<file path="src/rtl/dmem_pkg.sv">
// Shared types and helpers for the data-memory access unit.
package dmem_pkg;

  // Default data-memory size in bytes.
  localparam int unsigned DMEM_BYTES_DEFAULT = 128;

  // RV32I load/store funct3 codes. Stores only use the first three.
  typedef enum logic [2:0] {
    F3_B  = 3'b000,
    F3_H  = 3'b001,
    F3_W  = 3'b010,
    F3_BU = 3'b100,
    F3_HU = 3'b101
  } funct3_e;

  // A crossing access spends one extra cycle in BEAT2 for the upper word.
  typedef enum logic {
    IDLE  = 1'b0,
    BEAT2 = 1'b1
  } state_e;

  // Access width in bytes from the low two funct3 bits.
  // The illegal code 11 maps to 4; the fault logic suppresses it anyway.
  function automatic logic [2:0] size_bytes(input logic [1:0] f3_lo);
    logic [2:0] n;
    case (f3_lo)
      2'b00:   n = 3'd1;
      2'b01:   n = 3'd2;
      default: n = 3'd4;
    endcase
    return n;
  endfunction

endpackage

</file>
<file path="src/rtl/dmem_lane_align.sv">
// Byte-lane steering for stores and extraction/extension for loads.
// Works on one beat at a time. Beat 1 is the lower word. Beat 2 is the
// upper word of an access that crosses a word boundary.
module dmem_lane_align
  import dmem_pkg::*;
(
  input  logic [1:0]  i_off,
  input  logic [2:0]  i_n,
  input  logic        i_sign,
  input  logic        i_beat2,
  input  logic [31:0] i_wdata,
  input  logic [31:0] i_rdata,
  input  logic [31:0] i_beat0,
  output logic [3:0]  o_we,
  output logic [31:0] o_wdata,
  output logic [31:0] o_ld_data
);

  logic [7:0]  w_base;
  logic [7:0]  w_mask;
  logic [4:0]  w_shamt;
  logic [63:0] w_window;
  logic [31:0] w_lo;

  // Build the 8-lane byte mask spanning both words, then select this beat's half.
  always_comb begin
    w_base  = (8'd1 << i_n) - 8'd1;
    w_mask  = w_base << i_off;
    o_we    = i_beat2 ? w_mask[7:4] : w_mask[3:0];
    w_shamt = {i_off, 3'b000};
  end

  // Place store data in the lanes of the current beat.
  // Beat 2 carries the bytes that spilled past the word boundary.
  always_comb begin
    if (i_beat2) begin
      o_wdata = i_wdata >> (6'd32 - {1'b0, w_shamt});
    end else begin
      o_wdata = i_wdata << w_shamt;
    end
  end

  // Line up the addressed bytes at bit 0, then truncate and extend to the access width.
  // Beat 2 sees the captured lower word beneath the live upper word.
  always_comb begin
    w_window = i_beat2 ? {i_rdata, i_beat0} : {32'h0, i_rdata};
    w_lo     = 32'(w_window >> w_shamt);
    case (i_n)
      3'd1:    o_ld_data = i_sign ? {{24{w_lo[7]}}, w_lo[7:0]}
                                  : {24'h0, w_lo[7:0]};
      3'd2:    o_ld_data = i_sign ? {{16{w_lo[15]}}, w_lo[15:0]}
                                  : {16'h0, w_lo[15:0]};
      default: o_ld_data = w_lo;
    endcase
  end

endmodule

</file>
<file path="src/rtl/dmem_access_unit.sv">
// MEM-stage data-memory initiator. It turns load/store requests into
// word-aligned transactions. An access that crosses a word boundary is
// split into two beats, and the pipeline stalls for one cycle.
module dmem_access_unit
  import dmem_pkg::*;
#(
  parameter int unsigned DMEM_BYTES = DMEM_BYTES_DEFAULT
) (
  input  logic        clk,
  input  logic        rst,
  input  logic        req_valid,
  input  logic        req_store,
  input  logic [2:0]  req_funct3,
  input  logic [31:0] req_addr,
  input  logic [31:0] req_wdata,
  output logic [31:0] daddr,
  output logic [31:0] dwdata,
  output logic [3:0]  we,
  input  logic [31:0] drdata,
  output logic [31:0] ld_data,
  output logic        ld_valid,
  output logic        stall,
  output logic        fault
);

  state_e      r_state;
  state_e      w_next;
  logic [31:0] r_beat0;
  logic        w_capture;

  logic [1:0]  w_off;
  logic [2:0]  w_n;
  logic        w_sign;
  logic        w_beat2;
  logic [31:0] w_addr0;
  logic [31:0] w_addr1;
  logic        w_cross;
  logic        w_legal;
  logic        w_fault;
  logic [3:0]  w_lane_we;
  logic [31:0] w_lane_wdata;
  logic [31:0] w_lane_ld;

  assign w_off   = req_addr[1:0];
  assign w_n     = size_bytes(req_funct3[1:0]);
  assign w_sign  = ~req_funct3[2];
  assign w_beat2 = (r_state == BEAT2);
  assign w_addr0 = {req_addr[31:2], 2'b00};
  assign w_addr1 = w_addr0 + 32'd4;
  assign w_cross = (4'(w_off) + 4'(w_n)) > 4'd4;

  // Decide which funct3 codes are legal. Unsigned sub-word codes exist only for loads.
  always_comb begin
    case (req_funct3)
      F3_B, F3_H, F3_W: w_legal = 1'b1;
      F3_BU, F3_HU:     w_legal = ~req_store;
      default:          w_legal = 1'b0;
    endcase
  end

  // Reject the whole access before any byte is written, so an overflowing store never writes partially.
  assign w_fault = ~w_legal
                 | (w_addr0 >= 32'(DMEM_BYTES))
                 | (w_cross & (w_addr1 >= 32'(DMEM_BYTES)));

  dmem_lane_align u_lane_align (
    .i_off     (w_off),
    .i_n       (w_n),
    .i_sign    (w_sign),
    .i_beat2   (w_beat2),
    .i_wdata   (req_wdata),
    .i_rdata   (drdata),
    .i_beat0   (r_beat0),
    .o_we      (w_lane_we),
    .o_wdata   (w_lane_wdata),
    .o_ld_data (w_lane_ld)
  );

  // State register and the lower-word capture used to stitch a crossing load.
  always_ff @(posedge clk) begin
    if (rst) begin
      r_state <= IDLE;
      r_beat0 <= 32'h0;
    end else begin
      r_state <= w_next;
      if (w_capture) begin
        r_beat0 <= drdata;
      end
    end
  end

  // Next-state and memory-side outputs. Everything is held quiet during reset.
  // BEAT2 finishes on the held request inputs even if req_valid has dropped.
  always_comb begin
    w_next    = r_state;
    w_capture = 1'b0;
    daddr     = 32'h0;
    dwdata    = 32'h0;
    we        = 4'h0;
    ld_data   = 32'h0;
    ld_valid  = 1'b0;
    stall     = 1'b0;
    fault     = 1'b0;
    if (rst) begin
      w_next = IDLE;
    end else begin
      case (r_state)
        IDLE: begin
          if (req_valid) begin
            if (w_fault) begin
              fault = 1'b1;
            end else begin
              daddr  = w_addr0;
              dwdata = w_lane_wdata;
              we     = req_store ? w_lane_we : 4'h0;
              if (w_cross) begin
                stall     = 1'b1;
                w_capture = 1'b1;
                w_next    = BEAT2;
              end else if (!req_store) begin
                ld_valid = 1'b1;
                ld_data  = w_lane_ld;
              end
            end
          end
        end
        BEAT2: begin
          daddr  = w_addr1;
          dwdata = w_lane_wdata;
          we     = req_store ? w_lane_we : 4'h0;
          if (!req_store) begin
            ld_valid = 1'b1;
            ld_data  = w_lane_ld;
          end
          w_next = IDLE;
        end
        default: w_next = IDLE;
      endcase
    end
  end

endmodule

</file>
<file path="config.mk">
export PLATFORM = sky130hd
export DESIGN_NAME = dmem_access_unit
export DESIGN_NICKNAME = d
export VERILOG_FILES = /design/src/rtl/dmem_pkg.sv /design/src/rtl/dmem_lane_align.sv /design/src/rtl/dmem_access_unit.sv
export SDC_FILE = /design/constraint.sdc
export NUM_CORES = 1
export LEC_CHECK = 0
export ABC_AREA = 1
export CORE_ASPECT_RATIO = 0.9
export CORE_MARGIN = 1
export CORE_UTILIZATION = 51
export CTS_CLUSTER_DIAMETER = 50
export DETAILED_ROUTE_END_ITERATION = 10
export GPL_ROUTABILITY_DRIVEN = 0
export HOLD_SLACK_MARGIN = 0.15
export PLACE_DENSITY = 0.88
export SYNTH_ARGS = -nofsm -noshare
export SYNTH_HDL_FRONTEND = slang
export SYNTH_SLANG_ARGS = --single-unit
</file>
<file path="constraint.sdc">
create_clock -name clk -period 4.7 [get_ports clk]
set_input_delay 0.47 -clock clk [delete_from_list [all_inputs] [get_ports clk]]
set_output_delay 0.47 -clock clk [all_outputs]
set_load 0.02 [all_outputs]
</file>
=== Word-level counts from Yosys, hierarchy flattened ===
Cells that the tools add are included.

* Multiplexer cells: 43
* Bitwise gates (word level): 6
* Eq/ne operators: 7
* Reduce and logical (&&, ||, !) cells: 4
* Order comparisons: 3
* Add/subtract/negate cells: 4
* Shifts and indexed selects: 5

{| class="wikitable"
|+ Operator list
! kind !! count
|-
| 32-bit two-way mux || 14
|-
| 32-bit case mux with 2 select lines || 4
|-
| 32-bit by 8-bit greater-or-equal comparator with 1-bit output, second input constant || 2
|-
| 64-bit two-way mux || 1
|-
| 64-bit by 5-bit right shift with 32-bit output || 1
|-
| 32-bit by 3-bit adder with 32-bit output, second input constant || 1
|-
| 32-bit by 5-bit << shifter with 32-bit output || 1
|-
| 32-bit by 6-bit right shift with 32-bit output || 1
|-
| 4-bit two-way mux || 5
|-
| 1-bit two-way mux || 14
|-
| 4-bit case mux with 2 select lines || 1
|-
| 1-bit by 3-bit << shifter with 8-bit output, first input constant || 1
|-
| 8-bit by 2-bit << shifter with 8-bit output || 1
|-
| 8-bit by 1-bit subtractor with 8-bit output, second input constant || 1
|-
| 3-bit by 1-bit equality test with 1-bit output, second input constant || 2
|-
| 3-bit by 2-bit equality test with 1-bit output, second input constant || 2
|-
| 3-bit equality test, second input constant || 2
|-
| 1-bit case mux with 2 select lines || 3
|-
| 3-bit case mux with 2 select lines || 1
|-
| 6-bit by 5-bit subtractor with 6-bit output, first input constant || 1
|-
| 2-bit by 3-bit adder with 4-bit output || 1
|-
| 4-bit by 3-bit > comparator with 1-bit output, second input constant || 1
|-
| 3-bit zero test || 1
|-
| 1-bit NOT || 3
|-
| 6 further kinds || 7
|}

* Register bits: 33
* Word-level logic and storage cells: 74

=== Logic depth before layout (Yosys ltp) ===
Gate-level depths: netlist of the first run.

* Depth after elaboration: 11
* Gate-level depth with buffers: 19

=== Modules after synthesis ===
A second synthesis of the first run with hierarchy kept.

* Cell total of the unflattened synthesis: 1,341
* Area total of the unflattened synthesis: 6,551.3 sq um

{| class="wikitable"
|+ By module, submodules not included
! module !! cells an instance !! sequential area each (sq um) !! times used !! area each (sq um)
|-
| dmem_access_unit || 726 || 660.6 || 1 || 3,658.5
|-
| dmem_lane_align || 615 || 0.0 || 1 || 2,892.8
|}

=== Worst setup path after synthesis of the first run ===
Ideal clock, no wire load.

* Path kind: in2out
* Start: in req_addr[0]
* End: out dwdata[23]
* Path slack: 1,255 ps
* Data arrival time: 2,975 ps
* Cell stages on the path: 11
* Cells stage by stage: clkbuf_1 -> inv_1 -> clkbuf_1 -> clkbuf_1 -> buf_1 -> ha_1 -> nor2_1 -> clkbuf_1 -> a21oi_1 -> or3_1 -> nor2_1

* Word-level cells in the longest chain between the ends: 8
* Elaborated cells between the ends (all ways): 12
* Classes of those cells: add/sub: 2; order compare: 1; shift: 2; mux: 5; bitwise: 2

{| class="wikitable"
|+ RTL lines
! what !! line !! source
|-
| start, declared || dmem_access_unit.sv:14 || <nowiki>input logic [31:0] req_addr,</nowiki>
|-
| parallel branches: the longest is 6 deep, another holds 6-bit by 5-bit subtractor with 6-bit output || - ||
|-
| 32-bit case mux with 2 select lines * || dmem_access_unit.sv:107 || <nowiki>case (r_state)</nowiki>
|-
| 32-bit two-way mux * || dmem_access_unit.sv:104 || <nowiki>if (rst) begin</nowiki>
|-
| end, declared || dmem_access_unit.sv:17 || <nowiki>output logic [31:0] dwdata,</nowiki>
|}

Mark *: on every way between the ends.

=== Final worst setup path of the first run ===
* Start: in req_addr[2]
* End: out ld_data[7]

* Word-level cells in the longest chain between the ends: 8
* Elaborated cells between the ends (all ways): 10
* Classes of those cells: add/sub: 1; order compare: 2; mux: 4; bitwise: 3

{| class="wikitable"
|+ RTL lines
! what !! line !! source
|-
| 32-bit by 3-bit adder with 32-bit output || dmem_access_unit.sv:49 || <nowiki>assign w_addr1 = w_addr0 + 32'd4;</nowiki>
|-
| 32-bit by 8-bit greater-or-equal comparator with 1-bit output || dmem_access_unit.sv:64 || <nowiki>| (w_cross & (w_addr1 >= 32'(DMEM_BYTES)));</nowiki>
|-
| 1-bit AND || dmem_access_unit.sv:64 ||
|-
| 1-bit OR * || dmem_access_unit.sv:64 ||
|-
| 32-bit two-way mux * || dmem_access_unit.sv:110 || <nowiki>if (w_fault) begin</nowiki>
|-
| 32-bit two-way mux * || dmem_access_unit.sv:109 || <nowiki>if (req_valid) begin</nowiki>
|-
| 32-bit case mux with 2 select lines * || dmem_access_unit.sv:107 ||
|-
| 32-bit two-way mux * || dmem_access_unit.sv:104 ||
|-
| end, declared || dmem_access_unit.sv:20 || <nowiki>output logic [31:0] ld_data,</nowiki>
|}

Mark *: on every way between the ends. The rest lies on a longest branch, timed or not.

==> metrics, run 1 <==
die span in y=104 um; Post-CTS Resized=0; cell with the most instances after synthesis=nand2_1; Synth async-reset ratio=0; IO buf count=203; Seq cells post-synth=33; initial core utilization=0.534; Worst-Margin Slew=1.19 ns; fin worst setup slack=0.294 ns; MaxCap Viol Count=0; final wirelength=20700 um; synth warn=0; Cell Area, Synth=5900 um2; Antenna Violating Nets Remaining=0; layout cells sized above 1=0.0564; Synth area leader=nand2_1; GRT overflow=0; met3 Usage GRT=0.0548; First DRT Iteration DRCs=956; minimum clock period=4.41 ns; Post-synth top cells=nand2_1 (335), nor2_1 (228), o21ai_0 (130); clk sinks=33; largest net degree at the start of global routing=82; Die Footprint=12000 um2; Arr. time, crit path=3.94 ns; Setup crit end kind=output pin; drt first pass iters=6; GR peak layer=met2; Reg clk slew, reported paths=0.05 ns; Clock Path Buffers=2; TritonCTS buffer count=5; Net Sw Frac=0.362; hold bufs inserted after CTS=0; Comb power frac=0.410; Setup crit start kind=input port; area of the multi-input gates=4470 um2; ant diodes=0; clock root cell=clkbuf_16; status=finished, final reports clean; Clk pwr share=0.320; Reg area=664 um2; final hold violation count=0; cell count after synthesis=1162; top-area cell type share of the netlist area=0.213; setup bufs post-CTS=0; filler cell count=1015; Peak Freq=227 MHz; sequential power share=0.270; Lkg Pwr=0.00342 uW; Tcrit/Tclk final=0.937; I/O pin count=206; switching power of the nets=374 uW; drt wl/cell=14.1 um; GR Util All Layers=0.333; clock latency on the worst-skew pair=0.29 ns; vias in the first global route=6721; Place WS=0.336 ns; worst min path class=reg2reg; hpwl dp=15700 um; nets@finish=1425; CTS tree=done; via total after detailed routing=8045; Slew HR=0.202; WS Path Type=in2out; Mapped Avg Cell Area=5.08 um2; EDFF count, synth=0; CP required=4.23 ns; row cnt=36; CP max FO=33; antenna violations before repair=0; area grow syn2layout=36.4%; Most used DFF post-synth=dfxtp_1; Final setup viols=0; global routing usage on met2=0.506; Post-route DRC=0; unrepaired setup endpoints after global routing=false; sequential share of the synthesized area=0.112; Final Max Tran Viols=0; global-route wire length before repair=32700 um; Area contributors post-synth=nand2_1 (21%), nor2_1 (15%), dfxtp_1 (11%), o21ai_0 (11%), inv_1 (6.9%); Synth cell types=41; Via density=5.50; Placeable Area=11000 um2; met1 GRT Util=0.479; Fin Clk Skew=0.00819 ns; Post-Route Setup TNS=0 ns; PwrDens=129 nW/um2; H-tree depth=2; Die W=115 um; Worst IR Drop VDD=160 uV; internal power=660 uW
## cell families (layout without fill, tap and decap cells)
kind of cell | Yosys count | in the layout | synth area share
AO/OA/AOI/OAI | 252 | 252 | 0.249
flip-flops | 33 | 33 | 0.112
XOR/XNOR | 16 | 16 | 0.0238
AND/OR/NAND/NOR | 661 | 661 | 0.461
buffers and inverters | 189 | 338 | 0.130
other | 1 | 2 | 0.000636
adder cells (fa/ha/maj) | 10 | 10 | 0.0225
## per-layer routing
metal | routed length [um] | vias to the layer above
li1 | - | 4042
met1 | 9030 | 3528
met2 | 9040 | 429
met3 | 2150 | 46
met4 | 475 | 0
met5 | 0 | -
## worst max-delay path, cell delays in order
cell and delay, ns:
clkdlybuf4s50_1 0.55, ha_1 0.23, nand3_1 0.11, nor2_2 0.17
nand2_1 0.16, nor2_2 0.18, nand2_1 0.07, nand2_1 0.06
nand2_1 0.06, nor2_1 0.10, nand2_1 0.06, nor2_1 0.10
nand3_1 0.08, nand2_1 0.11, nand3_1 0.10, nand2_2 0.14
nand2_2 0.06, buf_4 0.29, nor2_2 0.19, clkdlybuf4s50_1 0.63
## state kept, by name (all words and copies together) (netlist names)
name / count
r_beat0: 32
r_state: 1
## area by class of cell
class / count / area share
multi-input cells: 941 / 0.556
repair buffers: 221 / 0.269
inverters: 110 / 0.0513
clock buffers: 7 / 0.0177
flip-flops and latches: 33 / 0.0826
well taps: 152 / 0.0236
## per-stage QoR
step,instances,utilization,power (uW),hold WS [ns],area (um2)
after floorplan,1163,-,523,0.489,5900
after global placement,1457,0.716,694,0.499,7900
after detailed placement,1457,0.716,699,0.505,7900
after CTS,1464,0.729,1030,0.512,8050
after global routing,1464,0.729,1090,0.534,8050
final,1464,0.729,1030,0.511,8050
## cell usage in the layout (no fill, tap or decap), drive strengths merged, types with 14 or more instances in the layout
cell | netlist | routed
a21oi | 51 | 51
inv | 109 | 109
nor2 | 266 | 266
o211ai | 26 | 26
clkdlybuf4s50 | 0 | 202
nand3 | 27 | 27
dfxtp | 33 | 33
o21ai | 130 | 130
nand2 | 340 | 340
o221ai | 14 | 14
buf | 25 | 19
## final timing paths
path	start	endpoint	slack, ns	depth (start not counted)
setup / recovery	req_addr[2]	ld_data[7]	0.29	20
setup reg to reg	r_state	r_beat0[8]	2.25	8
hold reg to reg	r_beat0[24]	r_beat0[24]	0.51	4
hold / removal	r_beat0[24]	r_beat0[24]	0.51	4
## power by group through the flow
| stage | Sequential (uW) | Combinational, uW | Clock [uW] |
|---|---|---|---|
| floorplan | 286 | 237 | 0 |
| global placement | 285 | 409 | 0 |
| detailed placement | 285 | 413 | 0 |
| CTS | 279 | 415 | 331 |
| global route | 279 | 466 | 342 |
| finish | 279 | 424 | 331 |
Note: power is estimated with default switching activity, not from simulation.
==> run 2: changes to the inputs <==
ABC_CLOCK_PERIOD_IN_PS = 4700   (was not set)
==> results of run 2 <==
No change in the layout: final DEF, timing and power equal those of run 1.
